==> src/rtl/mem_copy_engine.sv <==
// mem_copy_engine: memory-to-memory block copier for the 128 x 32 data memory.
// Copies `len` words (clamped to 128) from srcAddr to dstAddr in ascending order,
// one READ / WAIT(READ_LAT) / WRITE sequence per word, then pulses done.
// All outputs are registered; addresses wrap modulo 2**ADDR_W.
module mem_copy_engine #(
    parameter int unsigned ADDR_W   = 7,
    parameter int unsigned DATA_W   = 32,
    parameter int unsigned READ_LAT = 1
) (
    input  logic              clk,
    input  logic              rst,
    input  logic              start,
    input  logic [ADDR_W-1:0] srcAddr,
    input  logic [ADDR_W-1:0] dstAddr,
    input  logic [7:0]        len,
    output logic              busy,
    output logic              done,
    output logic [7:0]        wordsCopied,
    output logic [ADDR_W-1:0] memAddress,
    output logic [DATA_W-1:0] memDataIn,
    output logic              memW,
    output logic              memR,
    input  logic [DATA_W-1:0] memDataOut
);

    localparam int unsigned LEN_W   = 8;
    localparam int unsigned MAX_LEN = 128;
    localparam int unsigned WCNT_W  = 2;

    typedef enum logic [2:0] {
        S_IDLE,
        S_READ,
        S_WAIT,
        S_WRITE,
        S_FIN
    } state_t;

    state_t              state;
    state_t              state_n;
    logic [ADDR_W-1:0]   src_q;
    logic [ADDR_W-1:0]   src_n;
    logic [ADDR_W-1:0]   dst_q;
    logic [ADDR_W-1:0]   dst_n;
    logic [LEN_W-1:0]    len_q;
    logic [LEN_W-1:0]    len_n;
    logic [LEN_W-1:0]    idx_q;
    logic [LEN_W-1:0]    idx_n;
    logic [LEN_W-1:0]    idx_inc;
    logic [LEN_W-1:0]    len_clamped;
    logic [LEN_W-1:0]    cnt_n;
    logic [WCNT_W-1:0]   wcnt_q;
    logic [WCNT_W-1:0]   wcnt_n;
    logic [ADDR_W-1:0]   addr_n;
    logic [DATA_W-1:0]   data_n;
    logic                busy_n;
    logic                done_n;
    logic                memr_n;
    logic                memw_n;

    // Next-state, datapath and next-output decode
    always_comb begin
        state_n     = state;
        src_n       = src_q;
        dst_n       = dst_q;
        len_n       = len_q;
        idx_n       = idx_q;
        cnt_n       = wordsCopied;
        wcnt_n      = wcnt_q;
        addr_n      = memAddress;
        data_n      = memDataIn;
        idx_inc     = idx_q + LEN_W'(1);
        len_clamped = (len > LEN_W'(MAX_LEN)) ? LEN_W'(MAX_LEN) : len;

        case (state)
            S_IDLE: begin
                if (start) begin
                    src_n = srcAddr;
                    dst_n = dstAddr;
                    len_n = len_clamped;
                    idx_n = '0;
                    cnt_n = '0;
                    if (len_clamped == '0) begin
                        state_n = S_FIN;
                    end else begin
                        state_n = S_READ;
                        addr_n  = srcAddr;
                    end
                end
            end
            S_READ: begin
                state_n = S_WAIT;
                wcnt_n  = '0;
            end
            S_WAIT: begin
                // Read data is valid in the last wait cycle; capture it on that edge
                if (wcnt_q == WCNT_W'(READ_LAT - 1)) begin
                    state_n = S_WRITE;
                    data_n  = memDataOut;
                    addr_n  = dst_q + ADDR_W'(idx_q);
                end else begin
                    wcnt_n = wcnt_q + WCNT_W'(1);
                end
            end
            S_WRITE: begin
                idx_n = idx_inc;
                cnt_n = wordsCopied + LEN_W'(1);
                if (idx_inc == len_q) begin
                    state_n = S_FIN;
                end else begin
                    state_n = S_READ;
                    addr_n  = src_q + ADDR_W'(idx_inc);
                end
            end
            S_FIN: begin
                state_n = S_IDLE;
            end
            default: begin
                state_n = S_IDLE;
            end
        endcase

        busy_n = (state_n == S_READ) || (state_n == S_WAIT) || (state_n == S_WRITE);
        done_n = (state_n == S_FIN);
        memr_n = (state_n == S_READ);
        memw_n = (state_n == S_WRITE);
    end

    // State, datapath and output registers
    always_ff @(posedge clk) begin
        if (rst) begin
            state       <= S_IDLE;
            src_q       <= '0;
            dst_q       <= '0;
            len_q       <= '0;
            idx_q       <= '0;
            wcnt_q      <= '0;
            busy        <= 1'b0;
            done        <= 1'b0;
            memR        <= 1'b0;
            memW        <= 1'b0;
            memAddress  <= '0;
            memDataIn   <= '0;
            wordsCopied <= '0;
        end else begin
            state       <= state_n;
            src_q       <= src_n;
            dst_q       <= dst_n;
            len_q       <= len_n;
            idx_q       <= idx_n;
            wcnt_q      <= wcnt_n;
            busy        <= busy_n;
            done        <= done_n;
            memR        <= memr_n;
            memW        <= memw_n;
            memAddress  <= addr_n;
            memDataIn   <= data_n;
            wordsCopied <= cnt_n;
        end
    end

endmodule

==> config.mk <==
export PLATFORM = sky130hd
export DESIGN_NAME = mem_copy_engine
export DESIGN_NICKNAME = d
export VERILOG_FILES = /design/src/rtl/mem_copy_engine.sv
export SDC_FILE = /design/constraint.sdc
export NUM_CORES = 1
export LEC_CHECK = 0
export BUFFER_PORTS_ARGS = -buffer_cell sky130_fd_sc_hd__buf_2
export CELL_PAD_IN_SITES_DETAIL_PLACEMENT = 0
export CELL_PAD_IN_SITES_GLOBAL_PLACEMENT = 1
export CORE_ASPECT_RATIO = 1.25
export CORE_UTILIZATION = 42
export DETAILED_ROUTE_END_ITERATION = 8
export PLACE_DENSITY_LB_ADDON = 0.3
export SETUP_SLACK_MARGIN = 0.5
export SKIP_LAST_GASP = 1
export SYNTH_ARGS = -nofsm -noshare
export SYNTH_HDL_FRONTEND = slang
export SYNTH_SLANG_ARGS = --single-unit
==> constraint.sdc <==
create_clock -name clk -period 5.3 [get_ports clk]
set_input_delay 1.06 -clock clk [delete_from_list [all_inputs] [get_ports clk]]
set_output_delay 1.06 -clock clk [all_outputs]
set_load 0.01 [all_outputs]
==> results by group <==
Outcome
  – Status: completed

Placement
  – I/O Buffers: 107
  – RD Place Congestion: about 0.88
  – Placed inst area: 4890 µm²
  – Dpl ws: 2.42 ns
  – Hpwl dp: 7760 µm

STA
  – Tcrit/Tclk final: a little over half
  – Final worst slack: 2.39 ns
  – Slew headroom: between 20 and 30%
  – RSZ-0062 raised after global routing: false
  – Layout Skew: ~0.0047 ns
  – Fin crit period: slightly below 3 ns
  – TNS Setup: 0 ns
  – Slew @ Worst Pin: 1.05 ns
  – Final Hold Fails: 0
  – Fin. max-slew vios: 0
  – F_max: ~340 MHz
  – Final setup fails: 0

GRT
  – Total GRT Usage: 21.6%
  – Initial antenna violation count: 0
  – Largest net degree at the start of global routing: 81
  – First-pass GRT wire length: 18200 µm
  – Grt ovf: 0
  – Vias in the first global route: 3902

Detailed routing
  – Final WL: 10900 µm
  – Initial DRC count: roughly 200
  – Routed WL per cell: around 14 µm
  – DRC: 0
  – DR vias/cell: 5.25
  – Routed vias: 4003
  – Drt pass-1 iters: 4
  – Routed Antenna Nets: 0

Min path
  – HP Start: memDataIn[27]
  – Hold endpoint: memDataIn[27]
  – Hold WC Path Type: flip-flop to flip-flop
  – Hold path depth: 2

Clock network
  – Clk Latency, worst-skew pair: 0.34 ns
  – Postcts setup bufs: 0
  – Clock sinks: 86
  – CTS root buf: clkbuf_16
  – Post-CTS Hold Buffers: 0
  – Clk slew on worst S/H paths: 0.06 ns
  – PostCTS Resize Cnt: 0
  – Clk buf depth: 2
  – CTS tree: built
  – TritonCTS Buffers: 9
  – # H-tree levels: 3

Cells and area
  – Most frequent cells in the layout: nand2_1, buf_2, dfxtp_1
  – Area growth, synth to finish: 19.7%
  – Fin area: 5180 µm²
  – Share of layout cells above drive strength 1: 22.7%
  – N_diodes: 0
  – Total Nets Final: a little over 700
  – Most common cell after layout, fill and taps aside: nand2_1

Floorplanning
  – Die Ht: 116 µm
  – Die ar.: 10700 µm²
  – I/O pin count: ~110
  – Chip Width: 92.8 µm
  – Cell Rows: 41
  – Initial Util: 43.1%
  – Core area: 10100 µm²

Logic synthesis
  – Post-synth top area cell: dfxtp_1
  – YS warnings: 0
  – Most used DFF post-synth: dfxtp_1
  – Syn nets: about 620
  – Synthesized instance count: 541
  – Synth unique cells: 62
  – Post-synth EDFFs: 0
  – Syn Std Cell Area: 4330 µm²
  – Synth top area cells: dfxtp_1, nand2_1, a21oi_1
  – Synth top area share: approximately two fifths
  – Yosys reg bits: 86
  – Seq/Total Area, Yosys: 39.7%
  – Share of flip-flops with an asynchronous set or reset: 0%
  – Synth Area per Inst: 8.01 µm²

Critical path
  – Worst-path fanout max: 9
  – R2R Path Start: idx_q[0]
  – Critical Path AT: 3.14 ns
  – Setup crit start kind: flip-flop
  – WP data required: ~5.5 ns
  – R2r worst-path depth: 7
  – Reg2Reg Setup Slack: 2.39 ns
  – CP Cell Sequence: ha_1, xor2_1, a211o_1, a2111oi_4, nand4_2, a221oi_4, mux2_4
  – Critical path type: flip-flop to flip-flop
  – FF-to-FF End: memAddress[0]
  – Max stage delay on crit path: 0.65 ns
  – Element type at the critical path end: flip-flop
  – Slowest cell on crit path: a221oi_4

Pwr
  – PD cells: 340 nW/µm²
  – Leak: 2.24 nW
  – VDD IR max: 0.000222 V

Flow run
  – Max-cap viol count: 0
cell type report:
type                    count  area [µm²]
multi-input cells         410        2400
clock buffers              11         243
well taps                 129         161
inverters                  11        41.3
clock inverters             4        47.5
flip-flops and latches     86        1720
fillers                  1010        4870
repair buffers            112         573
state kept, by name, indices dropped and copies added, names as in the netlist, 2 cells and up:
signal / flops
memDataIn: 32
wordsCopied: 8
src_q: 7
len_q: 8
memAddress: 7
idx_q: 8
wcnt_q: 2
state: 3
dst_q: 7
stage by stage:
step | instances | util (%) | power, mW | hold slack (ns)
2_1_floorplan | 541 | - | 1.03 | 0.441
3_3_place_gp | 748 | 48.7 | 1.15 | 0.439
3_5_place_dp | 748 | 48.7 | 1.16 | 0.446
4_1_cts | 763 | 51.6 | 1.79 | 0.454
5_1_grt | 763 | 51.6 | 1.87 | 0.473
6_report | 763 | 51.6 | 1.76 | 0.450
power breakdown:
group | switching, mW | total, mW | internal, mW
Combinational | 0.234 | 0.386 | 0.152
Sequential | 0.0481 | 0.759 | 0.711
Clock | 0.246 | 0.620 | 0.374
synth_stat cells (3+ instances only):
cell type    n
nand2_1    128
inv_1       11
nand2b_1     4
o21ai_0     20
o21a_1       3
clkbuf_1    22
nor4_1       7
nand3_1      6
buf_6        6
nand3b_1     9
xor2_1       6
nor2b_1      4
and3_1       3
xnor2_1     10
ha_1        15
a211oi_1    10
or2_2        3
dfxtp_1     86
a22oi_1      4
a21o_1       3
and2_1       3
nor3_1      12
a21oi_1     71
nor2_1      41
mux2i_1      8
worst max-delay path by stage:
stage,start,end,slack [ns]
3_3_place_gp,idx_q[0],memAddress[5],2.48
6_report,idx_q[0],memAddress[0],2.39
2_1_floorplan,idx_q[1],memAddress[0],2.69
4_1_cts,idx_q[0],memAddress[0],2.40
3_5_place_dp,idx_q[0],memAddress[0],2.42
5_1_grt,idx_q[0],memAddress[5],2.23
worst max-delay path, delay by kind of cell, from the launching register on:
family | cells | cell delay [ns]
AOI/OAI and AO/OA | 3 | 1.25
xor gates and xnor gates | 1 | 0.17
adders and majority gates | 1 | 0.34
DFF | 1 | 0.51
muxes | 1 | 0.35
and+or+nand+nor | 1 | 0.19
per-layer routing:
layer,up-vias,track usage [%],wire length [µm]
met4,0,12.1,317
met5,-,0,0
met1,1832,25.4,4670
met3,22,4.66,535
met2,106,36.7,5380
li1,2043,-,-
kinds of logic (layout without fill, tap and decap cells):
| kind of cell | Yosys count | count (layout) | share of synthesized area, % |
|---|---|---|---|
| buffers and inverters | 45 | 138 | 5.20 |
| flip-flops | 86 | 86 | 39.7 |
| AND/OR/NAND/NOR | 234 | 234 | 24.7 |
| XOR/XNOR | 16 | 16 | 3.24 |
| AO/OA/AOI/OAI | 131 | 131 | 18.8 |
| adder cells (fa/ha/maj) | 17 | 17 | 5.26 |
| multiplexers | 12 | 12 | 3.06 |
No activity file was read; power rests on OpenSTA's default activity.
